## config.mk

```make
export PLATFORM = sky130hd
export DESIGN_NAME = vga_sync_gen
export DESIGN_NICKNAME = d
export VERILOG_FILES = /design/src/rtl/vga_sync_gen.sv
export SDC_FILE = /design/constraint.sdc
export NUM_CORES = 1
export LEC_CHECK = 0
export ABC_CLOCK_PERIOD_IN_PS = 5750
export BUFFER_PORTS_ARGS = -buffer_cell sky130_fd_sc_hd__buf_4
export CAP_MARGIN = 15
export CORE_MARGIN = 2
export CORE_UTILIZATION = 35
export DETAILED_ROUTE_END_ITERATION = 8
export SETUP_SLACK_MARGIN = 0.5
export SYNTH_ARGS = -nofsm -noshare
export SYNTH_HDL_FRONTEND = slang
export SYNTH_SLANG_ARGS = --single-unit
```

## constraint.sdc

```tcl
create_clock -name clk -period 5.75 [get_ports clk]
set_input_delay 0.2875 -clock clk [delete_from_list [all_inputs] [get_ports clk]]
set_output_delay 0.2875 -clock clk [all_outputs]
set_load 0.02 [all_outputs]
```

## src/rtl/vga_sync_gen.sv

```systemverilog
// vga_sync_gen: VGA timing generator (pixel divider, h/v phase FSMs, registered syncs, frame counter)
module vga_sync_gen #(
   parameter int CLK_DIV   = 4,
   parameter int H_DISPLAY = 640,
   parameter int H_FRONT   = 16,
   parameter int H_SYNC    = 96,
   parameter int H_BACK    = 48,
   parameter int V_DISPLAY = 480,
   parameter int V_FRONT   = 10,
   parameter int V_SYNC    = 2,
   parameter int V_BACK    = 33
) (
   input  logic        clk,
   input  logic        reset,
   output logic        p_tick,
   output logic [9:0]  x,
   output logic [9:0]  y,
   output logic        video_on,
   output logic        hsync,
   output logic        vsync,
   output logic        frame_tick,
   output logic [15:0] frame_count
);
   localparam int H_TOTAL = H_DISPLAY + H_FRONT + H_SYNC + H_BACK;
   localparam int V_TOTAL = V_DISPLAY + V_FRONT + V_SYNC + V_BACK;
   localparam int DW = $clog2(CLK_DIV);
   localparam logic [DW-1:0] DIV_LAST = DW'(CLK_DIV - 1);
   localparam logic [9:0] H_ACT_END = 10'(H_DISPLAY - 1);
   localparam logic [9:0] H_FP_END  = 10'(H_DISPLAY + H_FRONT - 1);
   localparam logic [9:0] H_SY_END  = 10'(H_DISPLAY + H_FRONT + H_SYNC - 1);
   localparam logic [9:0] H_LAST    = 10'(H_TOTAL - 1);
   localparam logic [9:0] V_ACT_END = 10'(V_DISPLAY - 1);
   localparam logic [9:0] V_FP_END  = 10'(V_DISPLAY + V_FRONT - 1);
   localparam logic [9:0] V_SY_END  = 10'(V_DISPLAY + V_FRONT + V_SYNC - 1);
   localparam logic [9:0] V_LAST    = 10'(V_TOTAL - 1);

   typedef enum logic [1:0] {ACTIVE, FRONT, SYNC, BACK} phase_e;

   logic [DW-1:0] div_q, div_d;
   logic [9:0]    x_q, x_d, y_q, y_d;
   logic [15:0]   frame_count_q, frame_count_d;
   phase_e        h_q, h_d, v_q, v_d;
   logic          video_on_q, hsync_q, vsync_q;
   logic          line_end;

   // Next-state: divider, counters and phase FSMs; transitions are keyed on the
   // position so a reset anywhere always resynchronises the phases.
   always_comb begin
      p_tick        = div_q == DIV_LAST;
      line_end      = p_tick && x_q == H_LAST;
      frame_tick    = line_end && y_q == V_LAST;
      div_d         = p_tick ? '0 : div_q + 1'b1;
      x_d           = !p_tick ? x_q : line_end ? '0 : x_q + 10'd1;
      y_d           = !line_end ? y_q : frame_tick ? '0 : y_q + 10'd1;
      frame_count_d = frame_tick ? frame_count_q + 16'd1 : frame_count_q;
      h_d = !p_tick ? h_q :
            x_q == H_LAST    ? ACTIVE :
            x_q == H_ACT_END ? FRONT  :
            x_q == H_FP_END  ? SYNC   :
            x_q == H_SY_END  ? BACK   : h_q;
      v_d = !line_end ? v_q :
            y_q == V_LAST    ? ACTIVE :
            y_q == V_ACT_END ? FRONT  :
            y_q == V_FP_END  ? SYNC   :
            y_q == V_SY_END  ? BACK   : v_q;
   end

   // State registers; sync/enable outputs are decoded from next-state so they
   // move on the same edge as x/y.
   always_ff @(posedge clk) begin
      if (reset) begin
         div_q         <= '0;
         x_q           <= '0;
         y_q           <= '0;
         frame_count_q <= '0;
         h_q           <= ACTIVE;
         v_q           <= ACTIVE;
         video_on_q    <= 1'b1;
         hsync_q       <= 1'b1;
         vsync_q       <= 1'b1;
      end else begin
         div_q         <= div_d;
         x_q           <= x_d;
         y_q           <= y_d;
         frame_count_q <= frame_count_d;
         h_q           <= h_d;
         v_q           <= v_d;
         video_on_q    <= h_d == ACTIVE && v_d == ACTIVE;
         hsync_q       <= h_d != SYNC;
         vsync_q       <= v_d != SYNC;
      end
   end

   assign x           = x_q;
   assign y           = y_q;
   assign video_on    = video_on_q;
   assign hsync       = hsync_q;
   assign vsync       = vsync_q;
   assign frame_count = frame_count_q;
endmodule
```

**Word level (Yosys, flattened, before mapping)**

Index checks and enable logic that the tools add are counted.

- Logic and storage cells: 42
- Output and inout bits: 41
- Input port bits: 2
- Bits in registers: 45

- Equal/unequal tests: 11
- Muxes and demuxes: 12
- Add/sub/neg operators: 4
- Reduce and logical (&&, ||, !) cells: 6

Operators by type and width:

| operator | number |
|---|---|
| 10-bit equality test (second input constant) | 5 |
| 10-bit by 9-bit equality test with 1-bit output (second input constant) | 3 |
| 10-bit by 1-bit adder with 10-bit output (second input constant) | 2 |
| 10-bit two-way mux | 2 |
| 2-bit two-way mux | 10 |
| 16-bit by 1-bit adder with 16-bit output (second input constant) | 1 |
| 2-bit logical NOT | 2 |
| 2-bit inequality test (second input constant) | 2 |
| 1-bit logical AND | 3 |
| 2-bit by 1-bit adder with 2-bit output (second input constant) | 1 |
| 2-bit equality test (second input constant) | 1 |
| 2-bit OR reduction | 1 |

**Depth between registers and ports, before layout**

- Depth in word-level cells: 8
- Depth in mapped cells: 9
- Depth with buffers taken out: 7

**Least setup slack after synthesis**

No wires, ideal clock.

- Path kind: reg2reg
- From: reg div_q[0]
- To: reg frame_count_q[4] (netlist: frame_count[4])
- Clock period less this slack: 2.212 ns
- Slack: 3.538 ns
- Cell stages (with the launch flop): 8
- Arrival time: 2.091 ns
- Setup time: 0.121 ns
- Required time: 5.629 ns
- Buffers on the path: 1
- Path through: dfxtp_1 > ha_1 > buf_2 > and4_1 > nand4_2 > nor2_1 > nand4_1 > mux2_2

- Longest elaborated chain between the ends: 3

RTL lines:

| item | line | text |
|---|---|---|
| start: declaration | 39 | `logic [DW-1:0] div_q, div_d;` |
| start signal: assignment | 82 | `div_q <= div_d;` |
| 2-bit equality test | 49 | `p_tick = div_q == DIV_LAST;` |
| via p_tick | 15 | `output logic p_tick,` |
| 1-bit logical AND | 50 | `line_end = p_tick && x_q == H_LAST;` |
| 1-bit logical AND | 51 | `frame_tick = line_end && y_q == V_LAST;` |
| via frame_tick | 21 | `output logic frame_tick,` |
| end signal: assignment | 85 | `frame_count_q <= frame_count_d;` |
| end: declaration | 41 | `logic [15:0] frame_count_q, frame_count_d;` |

The timed path passes the listed nets, and every way through them passes these cells.
A chain may end at the register's enable or synchronous reset.

**Worst setup path after layout**

- From: reg div_q[0]
- To: out frame_tick

- Longest elaborated chain between the ends: 3

RTL lines:

| item | line |
|---|---|
| 2-bit equality test | 49 |
| 1-bit logical AND | 50 |
| 1-bit logical AND | 51 |
| end: declaration | 21 |

Every way passes these cells.

==> out/metrics.cfg <==
[sta]
setup_viol = 0
finalSetupTns_ns = 0
hold_viol_final = 0
fmax_ghz = 0.380
skew_ns = 0.00458
rsz0062_at_grt = false
slew_viol_final = 0
post-route-period-util_pct = 45.8
slew-limit-headroom_pct = 56.3
worstMarginPinSlew_ns = 0.655
layout_min_cycle_time_ns = 2.63

[hold_path]
min_from = reset
hold_path.class = primary input to flip-flop

[power_and_ir_drop]
p_leak_nw = 1.03
clkPwrFrac_pct = 39.8
intPower_mw = 0.427
power_density_mw_per_mm2 = 207
ir_drop_mv = 0.0887
swShare_pct = 21.8
power_frac_seq_pct = 57.6
switchingPower_mw = 0.119
power_frac_comb_pct = 2.6
power_mw = 0.547

[setup_path]
critPathKind = flip-flop to output port
required_ns = 5.46
startpoint_type = flip-flop
r2r_cells = 6
worstPathMaxFanout = 15
startpoint = div_q[0]
rrSetupSlack_ns = 3.20
rr_startpoint = div_q[0]
crit_path_end_kind = output port
cp_data_arrival_time_ns = 2.35
endpoint = frame_tick
reg2reg_to = video_on

[run_status]
status = completed

[clock_tree]
cts_tree = yes
clkLatencyLatePin_ns = 0.30
htreeDepth = 2
clock_sinks = 45
cts_buffers = 5
hold_buffers = 0
ctsLongestPathBuffers = 2
cts-resized-gates = 0
post_cts_buffers = 0
clk_pin_slew_ns = 0.08
cts_root_buf = clkbuf_8

[yosys]
yosysSeqAreaShare_pct = 41.0
synth_area_per_cell_um2 = 8.72
synth_fp_nets = 260
synth_cell_types = 43
syn_inst = 252
yosysWarningCount = 0
mappedNetlistArea_mm2 = 0.00220
synth_top_flop_cell = dfxtp_1
synth_edf_count = 0
ys_ff_latch = 45
synthArstFlopShare_pct = 0

[placed_design]
hpwlAfterDp_mm = 3.35
port_buffers = 42
gpl.final_weighted_congestion = 0.773
placed_area_mm2 = 0.00254

[cells_and_area]
antenna_cells = 0
nets = 295
design_area_mm2 = 0.00264
area.growth.synth_to_final_pct = 20.1
drive_above_1_share_pct = 20.1
num-fill-cells = 599

[global_routing]
grt_busiest_layer = met2
grt_pass1_vias = 1782
track_usage_pct = 14.3
grt_use_met2_pct = 23.3
grt_max_degree = 41
use_met3_pct = 4.47
use_met1_pct = 17.9
antenna_found_initial = 0
grt_pass1_wl_mm = 8.31
overflow = 0

[drt]
drtIter0Drc = 119
antenna_left = 0
via_per_inst = 5.28
wirelength_mm = 4.81
drt_drc_violations_left = 0
dr.pass1.iters = 4
wl_per_cell_um = 13.2
vias = 1915

[die]
die_w_um = 83.3
die_h_um = 83.3
start_util_pct = 36.7
num_io_pins = 43
rows = 28
dieArea_mm2 = 0.00693
core_mm2 = 0.00599

[flow_run]
maxCapViolCount = 0

[layout make-up]
cell class                 instances  area, um^2  area share (%)
timing repair buffer              42         315            11.9
sequential                        45         901            34.1
inverter                           6        22.5           0.853
clock inverter                     1        5.00           0.189
multi-input combinational        187        1210            45.7
clock buffer                       7        96.3            3.65
tap                               75        93.8            3.55
[through the flow]
step	setup WS, ns	std cells	hold WS [ns]	util, %
finish	3.12	363	0.388	44.1
CTS	3.07	363	0.389	44.1
floorplan	3.54	252	0.404	-
global placement	3.28	355	0.412	42.4
global route	2.91	363	0.405	44.1
detailed placement	3.20	355	0.425	42.4
[cell usage in the layout, fill, tap and decap left out, types with 5 or more instances in the layout]
cell,n
nand4_1,14
clkbuf_8,7
nor2_1,31
nand3_1,7
o21ai_0,10
ha_1,6
and4_1,7
buf_4,42
a21oi_1,5
nor3_1,11
inv_1,6
xnor2_1,15
nor4_1,7
nor2b_1,7
xor2_1,10
dfxtp_1,45
nand2_1,20
[power by group through the flow]
stage / clock [mW] / sequential, mW / combinational [mW]
after floorplan: 0 / 0.323 / 0.0102
after global placement: 0 / 0.322 / 0.0144
after detailed placement: 0 / 0.322 / 0.0149
after CTS: 0.227 / 0.315 / 0.0149
after global routing: 0.236 / 0.315 / 0.0161
final: 0.217 / 0.315 / 0.0143
[cells in the mapped netlist, types with 4 or more instances]
master	instances	area [um^2]
a21oi_1	5	25.0
nand4_1	14	87.6
clkbuf_1	5	18.8
or4_1	4	30.0
inv_1	6	22.5
ha_1	6	75.1
xor2_1	10	87.6
xnor2_1	15	131
nand3_1	7	35.0
nor2b_1	7	43.8
nand2_1	20	75.1
and3_1	4	25.0
a31oi_1	4	25.0
and4_1	7	61.3
o21ai_0	10	50.1
nor3_1	11	55.1
nor2_1	31	116
nor4_1	7	43.8
buf_2	5	25.0
dfxtp_1	45	901
[how the worst min path moves through the flow]
stage               depth (start not counted)  slack [ns]              to
finish                                      2        0.39  frame_count[7]
global route                                2        0.40  frame_count[3]
CTS                                         2        0.39  frame_count[3]
detailed placement                          1        0.42        div_q[0]
global placement                            1        0.41        div_q[0]
floorplan                                   1        0.40        div_q[0]
[cell families (layout without fill, tap and decap cells)]
kind of cell               Yosys count  count (layout)  share of synthesized area [%]
AOI/OAI and AO/OA                   27              27                           7.63
xor gates and xnor gates            25              25                           9.96
adders and majority gates            6               6                           3.41
buffers and inverters               20              56                           4.10
DFF                                 45              45                           41.0
muxes                                2               2                           1.02
and+or+nand+nor                    127             127                           32.9
[layer usage]
metal / wire length, um / part of all wire (%)
met1: 2310 / 48
met4: 65 / 1.4
met5: 0 / 0
met2: 2190 / 46
met3: 236 / 4.9
[critical path, stage by stage (launching register included)]
cell     delay (ns)
dfxtp_1        0.34
ha_1           0.34
and4_1         0.31
nand4_2        0.36
nor2_1         0.47
buf_4          0.23
[state kept, by name, summed over array words and instances (netlist names)]
name and count:
hsync 1, h_q 2, x 10, div_q 2, video_on 1, y 10, vsync 1, frame_count 16
v_q 2
(Power assumes the default switching activity.)
